$ cat config.mk
export PLATFORM = sky130hd
export DESIGN_NAME = multi_laser_tx
export DESIGN_NICKNAME = d
export VERILOG_FILES = /design/src/rtl/multi_laser_tx.sv
export SDC_FILE = /design/constraint.sdc
export NUM_CORES = 1
export LEC_CHECK = 0
export CAP_MARGIN = 0
export CORE_ASPECT_RATIO = 0.75
export CORE_MARGIN = 3
export CORE_UTILIZATION = 31
export CTS_BUF_LIST = sky130_fd_sc_hd__clkbuf_8
export CTS_CLUSTER_DIAMETER = 60
export DETAILED_ROUTE_END_ITERATION = 7
export HOLD_SLACK_MARGIN = 0.06
export SLEW_MARGIN = 20
export SYNTH_ARGS = -nofsm -noshare
export SYNTH_HDL_FRONTEND = slang
export SYNTH_SLANG_ARGS = --single-unit
$ cat constraint.sdc
create_clock -name clock -period 3.9 [get_ports clock]
set_input_delay 0.78 -clock clock [delete_from_list [all_inputs] [get_ports clock]]
set_output_delay 0.78 -clock clock [all_outputs]
set_load 0.05 [all_outputs]
$ cat src/rtl/multi_laser_tx.sv
// multi_laser_tx: frames per-channel parallel bytes into start/data/stop laser bit streams.
// Latency: accept -> LOAD next cycle, start bit after the first tick seen in LOAD; every bit is divider+1 cycles.
// Backpressure: tx_ready[c] only while channel c is IDLE and en=1; in sync mode only when all are IDLE and all tx_valid are high.
// Optional feature: define LASER_TX_PARITY_EN to insert an even-parity bit between the data and stop bits.
// Ports: clock; reset (synchronous, active-high); en (low aborts every channel); divider (bit period - 1);
//        sync_mode; tx_data/tx_valid/tx_ready (per-channel byte handshake, channel c at [c*DATA_W +: DATA_W]);
//        laser_out (registered line drive, idle 0); done (one-cycle pulse in the final cycle of each stop bit).
module multi_laser_tx #(
  parameter int CHANNELS = 2,
  parameter int DATA_W   = 8,
  parameter int DIV_W    = 8
) (
  input  logic                         clock,
  input  logic                         reset,
  input  logic                         en,
  input  logic [DIV_W-1:0]             divider,
  input  logic                         sync_mode,
  input  logic [CHANNELS*DATA_W-1:0]   tx_data,
  input  logic [CHANNELS-1:0]          tx_valid,
  output logic [CHANNELS-1:0]          tx_ready,
  output logic [CHANNELS-1:0]          laser_out,
  output logic [CHANNELS-1:0]          done
);

  localparam int IDX_W = (DATA_W > 1) ? $clog2(DATA_W) : 1;

  typedef enum logic [2:0] {
    S_IDLE,
    S_LOAD,
    S_START,
    S_DATA,
    S_PARITY,
    S_STOP
  } state_e;

  logic [DIV_W-1:0]   cnt_q, cnt_d;
  logic               tick;
  state_e             state_q [CHANNELS];
  state_e             state_d [CHANNELS];
  logic [DATA_W-1:0]  shreg_q [CHANNELS];
  logic [DATA_W-1:0]  shreg_d [CHANNELS];
  logic [IDX_W-1:0]   idx_q   [CHANNELS];
  logic [IDX_W-1:0]   idx_d   [CHANNELS];
  logic [CHANNELS-1:0] laser_q, laser_d;
`ifdef LASER_TX_PARITY_EN
  logic [CHANNELS-1:0] par_q, par_d;
`endif
  logic [CHANNELS-1:0] idle;
  logic [CHANNELS-1:0] accept;
  logic                all_go;

  // Shared baud tick; '>=' lets a lowered divider take effect at the very next compare.
  always_comb begin
    tick  = en && (cnt_q >= divider);
    cnt_d = (!en || tick) ? '0 : cnt_q + DIV_W'(1);
  end

  // Ready is gated by reset so the handshake is quiet while the block is held in reset.
  always_comb begin
    for (int c = 0; c < CHANNELS; c++) begin
      idle[c] = (state_q[c] == S_IDLE);
    end
    all_go = en && (&idle) && (&tx_valid);
    for (int c = 0; c < CHANNELS; c++) begin
      tx_ready[c] = !reset && (sync_mode ? all_go : (en && idle[c]));
    end
    accept = tx_ready & tx_valid;
  end

  always_comb begin
    for (int c = 0; c < CHANNELS; c++) begin
      state_d[c] = state_q[c];
      shreg_d[c] = shreg_q[c];
      idx_d[c]   = idx_q[c];
`ifdef LASER_TX_PARITY_EN
      par_d[c]   = par_q[c];
`endif
      done[c]    = 1'b0;
      if (!en) begin
        // Abort: captured data is dropped, no done pulse.
        state_d[c] = S_IDLE;
        shreg_d[c] = '0;
        idx_d[c]   = '0;
`ifdef LASER_TX_PARITY_EN
        par_d[c]   = 1'b0;
`endif
      end else begin
        case (state_q[c])
          S_IDLE: begin
            if (accept[c]) begin
              shreg_d[c] = tx_data[c*DATA_W +: DATA_W];
`ifdef LASER_TX_PARITY_EN
              par_d[c]   = ^tx_data[c*DATA_W +: DATA_W];
`endif
              state_d[c] = S_LOAD;
            end
          end
          S_LOAD: begin
            if (tick) state_d[c] = S_START;
          end
          S_START: begin
            if (tick) begin
              state_d[c] = S_DATA;
              idx_d[c]   = IDX_W'(DATA_W - 1);
            end
          end
          S_DATA: begin
            if (tick) begin
              if (idx_q[c] == '0) begin
`ifdef LASER_TX_PARITY_EN
                state_d[c] = S_PARITY;
`else
                state_d[c] = S_STOP;
`endif
              end else begin
                // MSB-first: the line always shows shreg[MSB].
                idx_d[c]   = idx_q[c] - IDX_W'(1);
                shreg_d[c] = shreg_q[c] << 1;
              end
            end
          end
`ifdef LASER_TX_PARITY_EN
          S_PARITY: begin
            if (tick) state_d[c] = S_STOP;
          end
`endif
          S_STOP: begin
            if (tick) begin
              state_d[c] = S_IDLE;
              done[c]    = !reset;
            end
          end
          default: state_d[c] = S_IDLE;
        endcase
      end

      // Line is registered from the next state so laser_out lines up with state_q.
      case (state_d[c])
        S_START: laser_d[c] = 1'b1;
        S_DATA:  laser_d[c] = shreg_d[c][DATA_W-1];
`ifdef LASER_TX_PARITY_EN
        S_PARITY: laser_d[c] = par_d[c];
`endif
        default: laser_d[c] = 1'b0;
      endcase
    end
  end

  always_ff @(posedge clock) begin
    if (reset) begin
      cnt_q   <= '0;
      laser_q <= '0;
`ifdef LASER_TX_PARITY_EN
      par_q   <= '0;
`endif
      for (int c = 0; c < CHANNELS; c++) begin
        state_q[c] <= S_IDLE;
        shreg_q[c] <= '0;
        idx_q[c]   <= '0;
      end
    end else begin
      cnt_q   <= cnt_d;
      laser_q <= laser_d;
`ifdef LASER_TX_PARITY_EN
      par_q   <= par_d;
`endif
      for (int c = 0; c < CHANNELS; c++) begin
        state_q[c] <= state_d[c];
        shreg_q[c] <= shreg_d[c];
        idx_q[c]   <= idx_d[c];
      end
    end
  end

  assign laser_out = laser_q;

endmodule

==> results of run 1 <==
[worst reg2reg max path, delay by kind of cell (launching register included)]
kind | cells | cell delay, ns
DFF | 1 | 0.40
adders and majority gates | 1 | 0.26
buffers and inverters | 1 | 0.06
AOI/OAI and AO/OA | 4 | 1.35
and+or+nand+nor | 2 | 0.38
[cell families after synthesis]
family,after synthesis
buffers and inverters,31
AND/OR/NAND/NOR,102
multiplexers,4
AO/OA/AOI/OAI,72
XOR/XNOR,6
flip-flops,38
adder cells (fa/ha/maj),13
[worst paths after layout]
kind	cells after the start	slack, ns	to
max	7	0.47	done[0]
min	2	0.46	shreg_q[0][10]
max reg2reg	8	1.33	laser_out[1]
min reg2reg	2	0.46	shreg_q[0][10]
[layer usage]
layer | vias up | track usage (%) | routed length, microns
li1 | 1003 | - | -
met2 | 41 | 17.1 | 2010
met5 | - | 0 | 0
met1 | 872 | 18.6 | 2540
met4 | 0 | 3.88 | 40
met3 | 6 | 3.37 | 244
[Yosys cell counts, types with 2 or more instances]
library cell	count
inv_1	17
a31oi_1	2
nand3_1	9
nand4_1	2
nand2b_1	7
a21oi_2	2
dfxtp_1	38
a221oi_1	4
nand3b_1	2
buf_2	2
or2_2	3
xnor2_1	2
nor2b_1	6
a2111oi_0	2
nor4b_1	2
nand2_1	36
a211oi_2	2
or4b_4	2
buf_4	3
mux2i_1	4
a21oi_1	28
xor2_1	4
nor2_1	22
nor3_1	3
buf_6	2
ha_1	13
o21ai_0	4
clkbuf_1	6
and3_1	2
a22oi_1	11
a21o_1	4
[layout make-up]
cell class                 count  area (sq um)  area share, %
clock buffer                   6          82.6           3.00
clock inverter                 2          60.1           2.18
inverter                      18          67.6           2.46
multi-input combinational    197          1280           46.4
sequential                    38           761           27.6
tap                           81           101           3.68
timing repair buffer          40           403           14.6
[state kept, by name (all words and copies together) (netlist names)]
name,cells
shreg_q,16
cnt_q,8
idx_q,6
state_q,6
laser_out,2
[power by group]
group	leakage, nW	switching, mW	internal [mW]
logic	0.633	0.0385	0.0489
clock network	0.0714	0.146	0.273
registers	0.307	0.00391	0.391
total	1.01	0.189	0.713
[per-stage QoR]
stage                     setup slack [ns]  total power, mW  area [sq um]
final                                0.469            0.902          2750
after global placement               0.466            0.492          2610
after detailed placement             0.453            0.492          2610
after global routing                 0.360            0.938          2750
after floorplan                      0.117            0.445          2180
after CTS                            0.451            0.913          2750
[cells in the final DEF, fill, tap and decap left out, types with 2 or more instances in the layout]
cell and instances:
nand2_1 36, nand3b_1 2, dfxtp_1 38, a211oi_2 2, or2_2 3, a21o_1 4, nor4b_1 2, clkdlybuf4s50_1 31
mux2i_1 4, clkbuf_8 6, xnor2_1 2, ha_1 13, and3_1 2, nand4_1 2, nor2_1 22, buf_12 2
o21ai_0 4, xor2_1 4, a221oi_1 4, nor3_1 3, nand3_1 9, bufinv_16 2, nor2b_1 6, a31oi_1 2
nand2b_1 7, or4b_4 2, a22oi_1 11, a21oi_1 28, a2111oi_2 2, inv_1 17, buf_4 7, a21oi_2 2
==> metrics.yaml, run 1 <==
route:
  ant_nets: 0
  vias: 1922
  wl_per_cell_microns: 12.7
  wirelength_mm: 4.83
  dr.pass1.iters: 5
  avgViaCountPerCell: 5.03
  drt_iter0_drc: 64
  drc_errors: 0
clock_tree:
  clock-sinks: 38
  postCtsSetupBuffers: 0
  clk_path_buf_depth: 2
  clock-root-buffer: "clkbuf_8"
  cts_tree: "built"
  cts_hold_buffers: 0
  htreeDepth: 2
  cts.clk_slew.worst_paths_ns: 0.08
  clk_latency_ns: 0.29
  cts_made_buffers: 5
  ctsResizeCount: 0
logic_synthesis:
  yosys-mux-area-fraction_pct: 1.84
  ys_seq_area_share_pct: 35.0
  synthFlopType: "dfxtp_1"
  ys_types: 51
  synth_top_area_share_pct: 35.0
  synth_fp_nets: 309
  ys_seq_elements: 38
  syn_avg_cell_area_sq_um: 8.18
  synthTopCellsByArea: "dfxtp_1, ha_1, a21oi_1"
  synth-edff-count: 0
  yosysTopAreaCell: "dfxtp_1"
  synthArstFlopShare_pct: 0
  yosysWarnings: 0
  synthCells: 266
  synth-adder-area-share_pct: 7.48
  synth_top_family_by_area: "simple AND/OR/NAND/NOR gates"
  synth_area_sq_um: 2180
  synth-compound-area-share_pct: 23.1
  synth-xor-area-share_pct: 2.42
  yosys.area_share.simple_pct: 23.5
die:
  design.die.area_sq_um: 8070
  num_rows: 25
  core_area_sq_um: 6540
  die_h_microns: 78.6
  start_util_pct: 33.3
  num_io_pins: 36
  die_x_microns: 103
timing:
  rsz0062_at_grt: "no"
  setup_violations: 0
  period_minus_slack_ns: 3.43
  tns_ns: 0
  slew_headroom_pct: 62.3
  worst_pin_slew_ns: 0.564
  whs_ns: 0.457
  post-route-period-util_pct: 88.0
  fmax_mhz: 291
  fin_worst_skew_ns: 0.00343
  finalHoldViolCount: 0
  drv_slew: 0
worst_setup_path:
  cp_slowest_stage_delay_ns: 0.44
  worst_ep_required_time_ns: 3.12
  critical_path.top_delay_family: "compound AO/OA/AOI/OAI gates"
  crit_fanout: 6
  critPathLaunchType: "input port"
  r2r-start: "cnt_q[0]"
  worstPathArrival_ns: 2.65
  path_cells: "clkdlybuf4s50_1 -> ha_1 -> nand2b_1 -> a2111o_1 -> a21oi_2 -> nor3_1 -> buf_4"
  worst-path-buf-inv: 2
  crit_start: "divider[0]"
  crit_type: "in2out"
  slowest_stage: "a2111o_1"
  crit_path_end_kind: "primary output"
placed_design:
  portBuffers: 35
  gp_congestion: 0.761
  hpwl_mm: 3.57
  dp_cells: 374
global_route:
  grt_pass1_vias: 1753
  grt_max_degree: 30
  grt_pass1_wl_mm: 8.19
  grt_overflow: 0
  grt.total_usage_pct: 12.5
  antenna_found_initial: 0
final_layout:
  fillers: 660
  area_growth_pct: 26.5
  stdcell_count: 382
  nNetsFinal: 343
  drive_gt1_share_pct: 11.0
  fin_util_pct: 42.1
  diodes: 0
outcome:
  outcome: "finished clean"
power:
  max-vdd-ir-drop_mv: 0.148
  powerDensity_nw_per_um2: 328
  p_leak_nw: 1.01
min_path:
  min_from: "shreg_q[0][10]"
  hold_class: "reg2reg"
flow_run:
  maxCapViolCount: 0
(Power assumes the default switching activity.)
==> inputs of run 2 (changes only) <==
- clock period: 3.9 -> 2.8 ns (I/O delays scaled with it)
==> metrics.yaml, run 2 (synthesized netlist as in run 1, its figures left out) <==
outcome:
  outcome: "finished clean"
final_layout:
  largestRegisters: "shreg_q: 16 flops, cnt_q: 8 flops"
  fillers: 651
  largest_reg_flops: 16
  mostFrequentLayoutCell: "dfxtp_1"
  diodes: 0
  drive_gt1_share_pct: 20.4
  regMostFlops: "shreg_q"
  final_cell_mix: "dfxtp_1, nand2_1, a21oi_1, buf_4, clkdlybuf4s50_1"
  area_growth_pct: 35.8
  nNetsFinal: 365
route:
  avgViaCountPerCell: 5.05
  wl_per_cell_microns: 13.0
  vias: 2042
  wirelength_mm: 5.27
  drc_errors: 0
  drt_iter0_drc: 90
  ant_nets: 0
  dr.pass1.iters: 4
die:
  die_h_microns: 78.6
  design.die.area_sq_um: 8070
  die_x_microns: 103
  num_rows: 25
  num_io_pins: 36
  core_area_sq_um: 6540
  start_util_pct: 33.3
min_path:
  min_from: "shreg_q[0][2]"
  hold_class: "reg2reg"
clock_tree:
  cts_made_buffers: 5
  clk_path_buf_depth: 2
  cts_tree: "built"
  clk_latency_ns: 0.29
  htreeDepth: 2
  clock-root-buffer: "clkbuf_8"
  clock-sinks: 38
  cts.clk_slew.worst_paths_ns: 0.07
power:
  p_total_mw: 1.08
  p_leak_nw: 1.15
  max-vdd-ir-drop_mv: 0.170
  powerDensity_nw_per_um2: 365
worst_setup_path:
  crit_start: "tx_valid[1]"
  r2r-start: "cnt_q[0]"
  critPathLaunchType: "input port"
  worst_ep_required_time_ns: 2.24
  crit_fanout: 3
  crit_type: "in2out"
  crit_path_end_kind: "primary output"
  worstPathArrival_ns: 2.17
  reg2reg_slack_ns: 0.36
placed_design:
  gp_congestion: 0.814
  hpwl_mm: 3.89
  portBuffers: 35
flow_run:
  maxCapViolCount: 0
timing:
  worst_pin_slew_ns: 0.491
  whs_ns: 0.456
  fmax_mhz: 366
  post-route-period-util_pct: 97.5
  drv_slew: 0
  finalHoldViolCount: 0
  period_minus_slack_ns: 2.73
  rsz0062_at_grt: "no"
  slew_headroom_pct: 67.2
  fin_worst_skew_ns: 0.00671
  setup_violations: 0
global_route:
  grt_pass1_vias: 1962
  grt.total_usage_pct: 13.7
  grt_pass1_wl_mm: 8.81
  antenna_found_initial: 0
  grt_overflow: 0
  grt_max_degree: 15
==> run 2: layer usage <==
metal  up-vias  routed length (microns)  global-route usage (%)
met2        47                     2270                    20.6
met1       944                     2720                    19.3
li1       1045                        -                       -
met3         6                      247                    4.26
met5         -                        0                       0
met4         0                       36                    2.72
==> run 2: per-stage QoR <==
| stage | cells | instance area (sq um) | TNS (ns) | setup WS, ns | util [%] |
|---|---|---|---|---|---|
| floorplan | 266 | 2200 | -0.0450 | -0.0450 | - |
| global placement | 393 | 2770 | -1.06 | -0.184 | 42.3 |
| detailed placement | 393 | 2770 | -1.51 | -0.177 | 42.3 |
| CTS | 402 | 2890 | 0 | 0.00828 | 44.2 |
| global route | 404 | 2960 | 0 | 0.0126 | 45.2 |
| finish | 404 | 2960 | 0 | 0.0711 | 45.2 |
==> run 2: final timing paths <==
kind                            depth (start not counted)             to
worst min-delay path                                    2  shreg_q[0][2]
worst max-delay path                                    6    tx_ready[0]
worst min register to register                          2  shreg_q[0][2]
worst max register to register                          8   laser_out[1]
==> run 2: worst max-delay path, cell delays in order <==
cell and delay [ns]:
clkdlybuf4s50_1 0.50, or4b_4 0.49, o21ai_1 0.14, nor4b_2 0.20, buf_4 0.16, buf_12 0.12
==> run 2: repair_timing <==
action | in CTS | in global routing
setup endpoints to repair | 3 | 5
buffers inserted | 1 | 2
gates resized for setup | 9 | 12
hold buffers | 0 | 0
pin swaps | 5 | 4
==> run 2: layout make-up <==
| type | count | area [sq um] | share of cell area, % |
|---|---|---|---|
| repair buffers | 62 | 582 | 19.7 |
| clock buffers | 6 | 82.6 | 2.79 |
| clock inverters | 2 | 8.76 | 0.296 |
| multi-input cells | 197 | 1350 | 45.8 |
| flip-flops and latches | 38 | 761 | 25.7 |
| inverters | 18 | 67.6 | 2.29 |
| well taps | 81 | 101 | 3.43 |
==> run 2: where the power goes <==
part	leakage (nW)	internal, mW	total, mW	switching [mW]
clock	0.0524	0.195	0.386	0.191
sequential	0.307	0.545	0.550	0.00461
combinational	0.789	0.0803	0.143	0.0623
total	1.15	0.820	1.08	0.258
==> inputs of run 3 (changes only) <==
- CORE_MARGIN: 3 -> not set
==> metrics.yaml, run 3 (synthesized netlist as in run 1, its figures left out) <==
timing:
  worst_pin_slew_ns: 0.543
  setup_ws_ns: 0.0153
  slew_headroom_pct: 63.7
  drv_slew: 0
  rsz0062_at_grt: "no"
  fmax_mhz: 359
  period_minus_slack_ns: 2.78
  post-route-period-util_pct: 99.5
  finalHoldViolCount: 0
  whs_ns: 0.457
  fin_worst_skew_ns: 0.00879
  setup_violations: 0
route:
  wl_per_cell_microns: 13.3
  avgViaCountPerCell: 5.14
  drc_errors: 0
  ant_nets: 0
  vias: 2106
  drt_iter0_drc: 115
  dr.pass1.iters: 4
  wirelength_mm: 5.47
min_path:
  min_path_cells: 2
  hold_class: "reg2reg"
  min_to: "shreg_q[0][3]"
  min_from: "shreg_q[0][3]"
placed_design:
  dp_cells: 397
  gp_congestion: 0.888
  dpl_cell_area_sq_um: 2780
  portBuffers: 35
  pre_cts_slack_ns: -0.165
  hpwl_mm: 3.87
worst_setup_path:
  worstPathArrival_ns: 2.22
  slowest_stage: "clkdlybuf4s50_1"
  rr_endpoint: "laser_out[1]"
  crit_type: "in2out"
  r2r_cells: 9
  worst_ep_required_time_ns: 2.24
  r2r-start: "cnt_q[0]"
  crit_fanout: 3
  path_cells: "clkdlybuf4s50_1 -> or4b_4 -> o21ai_1 -> nor4b_4 -> buf_4 -> buf_12"
  worst-path-buf-inv: 3
  cp_slowest_stage_delay_ns: 0.51
  reg2reg_slack_ns: 0.26
  critPathLaunchType: "input port"
  crit_path_end_kind: "primary output"
  critical_path.top_delay_family: "buffers and inverters"
clock_tree:
  clk_path_buf_depth: 2
  clk_latency_ns: 0.30
  cts_tree: "built"
  htreeDepth: 2
  cts.clk_slew.worst_paths_ns: 0.08
  clock-root-buffer: "clkbuf_8"
  clock-sinks: 38
  cts_hold_buffers: 0
  cts_made_buffers: 5
global_route:
  antenna_found_initial: 0
  grt_pass1_wl_mm: 8.97
  grt_overflow: 0
  grt_pass1_vias: 1968
  grt_max_degree: 15
  grt.total_usage_pct: 15.4
final_layout:
  regMostFlops: "shreg_q"
  nNetsFinal: 368
  area_growth_pct: 40.5
  mostFrequentLayoutCell: "dfxtp_1"
  fin_util_pct: 45.0
  stdcell_count: 410
  largest_reg_flops: 16
  diodes: 0
  fillers: 669
  final_cell_mix: "dfxtp_1, nand2_1, buf_4, a21oi_1, clkdlybuf4s50_1"
  drive_gt1_share_pct: 22.1
  largestRegisters: "shreg_q: 16 flops, cnt_q: 8 flops"
  final_cell_area_sq_um: 3060
die:
  design.die.area_sq_um: 7360
  num_rows: 26
  num_io_pins: 36
  die_x_microns: 98.7
  die_h_microns: 74.6
  core_area_sq_um: 6800
  start_util_pct: 32.0
power:
  p_leak_nw: 1.21
  powerDensity_nw_per_um2: 414
  max-vdd-ir-drop_mv: 0.259
flow_run:
  maxCapViolCount: 0
outcome:
  outcome: "finished clean"
-- run 3: cell count changes in the layout (fill, tap and decap cells not counted), sizes merged --
| cell | before | now |
|---|---|---|
| a22o | 1 | 2 |
| buf | 31 | 33 |
| bufinv | 0 | 2 |
| clkbuf | 6 | 5 |
| clkdlybuf4s50 | 24 | 23 |
| dlymetal6s2s | 4 | 5 |
| inv | 19 | 18 |
-- run 3: how the worst max path moves through the flow --
stage / slack (ns) / endpoint / start / cells after the start
after global routing: 0.0009 / tx_ready[0] / tx_valid[1] / 6
after detailed placement: -0.17 / laser_out[1] / divider[0] / 8
final: 0.02 / tx_ready[0] / tx_valid[1] / 6
after CTS: 0.002 / done[0] / divider[7] / 8
after floorplan: -0.04 / tx_ready[1] / tx_valid[0] / 4
after global placement: -0.1 / done[1] / divider[0] / 8
-- run 3: stage by stage --
step / power, mW / TNS [ns]
2_1_floorplan: 0.620 / -0.0450
6_report: 1.27 / 0
3_3_place_gp: 0.696 / -0.835
4_1_cts: 1.28 / 0
5_1_grt: 1.32 / 0
3_5_place_dp: 0.697 / -1.53
-- run 3: metal layers --
| metal | wire length [microns] | GRT usage, % |
|---|---|---|
| met1 | 2640 | 20.4 |
| met2 | 2480 | 25.3 |
| met3 | 280 | 3.76 |
| met4 | 68 | 4.48 |
| met5 | 0 | 0 |
-- run 3: cell type report --
class	count	area (sq um)	area share, %
clock buffers	5	68.8	2.25
clock inverters	3	68.8	2.25
well taps	84	105	3.44
repair buffers	64	599	19.6
flip-flops and latches	38	761	24.9
inverters	18	67.6	2.21
multi-input cells	198	1390	45.4
-- run 3: repair_timing --
action                                  CTS  global route
cloned                                    0             1
endpoints found under the setup margin    4            11
buffers inserted                          3             2
resized for setup                        11            16
hold endpoints to repair                  0             0
pin swaps                                 6             9
-- run 3: power by group --
group / internal [mW] / leakage, nW / switching, mW
clock network: 0.357 / 0.0683 / 0.212
registers: 0.545 / 0.307 / 0.00449
logic: 0.0819 / 0.833 / 0.0649
-- run 3: worst min-delay path, cell delays in order, from the launching register on --
cell	delay (ns)
dfxtp_1	0.31
nand2_1	0.05
a21oi_1	0.05
==> RTL edit (settings of run 1) <==
The parameter `DATA_W` goes from 8 to 32.
--- a/src/rtl/multi_laser_tx.sv
+++ b/src/rtl/multi_laser_tx.sv
@@ -9,3 +9,3 @@
   parameter int CHANNELS = 2,
-  parameter int DATA_W   = 8,
+  parameter int DATA_W   = 32,
   parameter int DIV_W    = 8
Interface: changed (resized tx_data); port bits go from 36 to 84. No check against the original RTL was run, so the function may have changed too.
==> RTL edit against run 1 <==
Non-clock buffer count up 58; cell area up 100%; die area is 89% higher; highest routed layer unchanged; count of clock-buffer cells in the layout increased by 4; wire length increased by 140%; sequential cell count rose by 52; largest cell class unchanged; first-iteration DRC count rose to 5.5 times the old value; sequential power rose by 140%; power increased by 100%; synthesized area rose by 96%; critical path depth rose by 2; worst setup slack got worse by 150 ps; clock skew up 7.5 ps.
==> RTL edit: results (changes against run 1) <==
[run_status]
outcome=complete, no violations

[finish]
fin_nets=669  ; +95%
ff_latch_area_sq_um=1800  ; +140%
n_all_inverters=23  ; +5
fillCellCount=1295  ; +96%
clock_buffers=10  ; +4
comb.multi_input.count=358  ; +82%
multiInputGateArea_sq_um=2260  ; +77%
drive_above_1_share_pct=8.89  ; -2.1 points
n_all_buffers=98  ; +150%
multi_input_area_share_pct=40.5  ; -5.9 points
area_growth_pct=30.9
fin_util_pct=42.2  ; +0.10 points

[power_and_ir_drop]
power.switching_uw=429  ; +130%
power_leakage_nw=1.81  ; +79%
p_clk_uw=718  ; +71%
p_per_area_nw_per_um2=329  ; +0.49%

[route]
met3_length_microns=817  ; +230%
dr.pass1.iters=6  ; +1
routed_wl_mm=11.6  ; +140%
wl_met2_mm=5.03  ; +150%
drt_iter0_drc=349  ; +450%
wl_met1_mm=5.65  ; +120%

[placed_design]
place_area_sq_um=5360  ; +110%
post-place-cells=740  ; +98%
dp_slack_ps=253  ; -200 ps
place_congestion=0.889  ; +17%
io_buffer_count=83  ; +140%

[setup_path]
critPathMaxFanout=3  ; -3
crit_path_top_delay_cell=clkdlybuf4s50_1
critPathArrivalTime_ps=2810  ; +160 ps

[grt]
grt.met1_usage_pct=22.2  ; +3.6 points
grt_use_met3_pct=4.62  ; +1.2 points
grt_max_degree=39  ; +30%
grt_pass1_wl_mm=18.9  ; +130%

[synth]
yosysSeqAreaShare_pct=42.2  ; +7.2 points
synthCells=510  ; +92%
ys_seq_elements=90  ; +140%
syn_nets=599  ; +94%
synth_area_leaders=dfxtp_1 42%, a22oi_1 11%, a21oi_1 5.2%

[cts]
cts_buffers=9  ; +4
htree_levels=3  ; +1
worst_skew_pair.late_latency_ps=360  ; +70 ps

[timing]
tightest_slew_ps=755  ; +191 ps
finClkSkew_ps=10.9  ; +7.48 ps

-- RTL edit: worst paths after layout --
kind                                                  start                           to  slack (ps)  depth (start not counted)
worst max-delay path                             divider[1]                      done[1]         310                          9
worst min-delay path            shreg_q[0][29]$_SDFFE_PP0P_  shreg_q[0][29]$_SDFFE_PP0P_         470                          2
worst max register to register     state_q[0][4]$_SDFF_PP0_   shreg_q[0][7]$_SDFFE_PP0P_        1390                          7
worst min register to register  shreg_q[0][29]$_SDFFE_PP0P_  shreg_q[0][29]$_SDFFE_PP0P_         470                          2
-- RTL edit: cells by family after synthesis --
| group | synth area share (%) |
|---|---|
| AOI/OAI and AO/OA | 29.0 |
| xor gates and xnor gates | 1.44 |
| adders and majority gates | 3.22 |
| buffers and inverters | 5.69 |
| DFF | 42.2 |
| muxes | 0.498 |
| and+or+nand+nor | 17.9 |
-- RTL edit: critical path: cells and delay by family --
kind	cells	cell delay, ps
fa+ha+maj	1	280
compound gates	2	340
buf+inv	3	690
simple gates	3	710
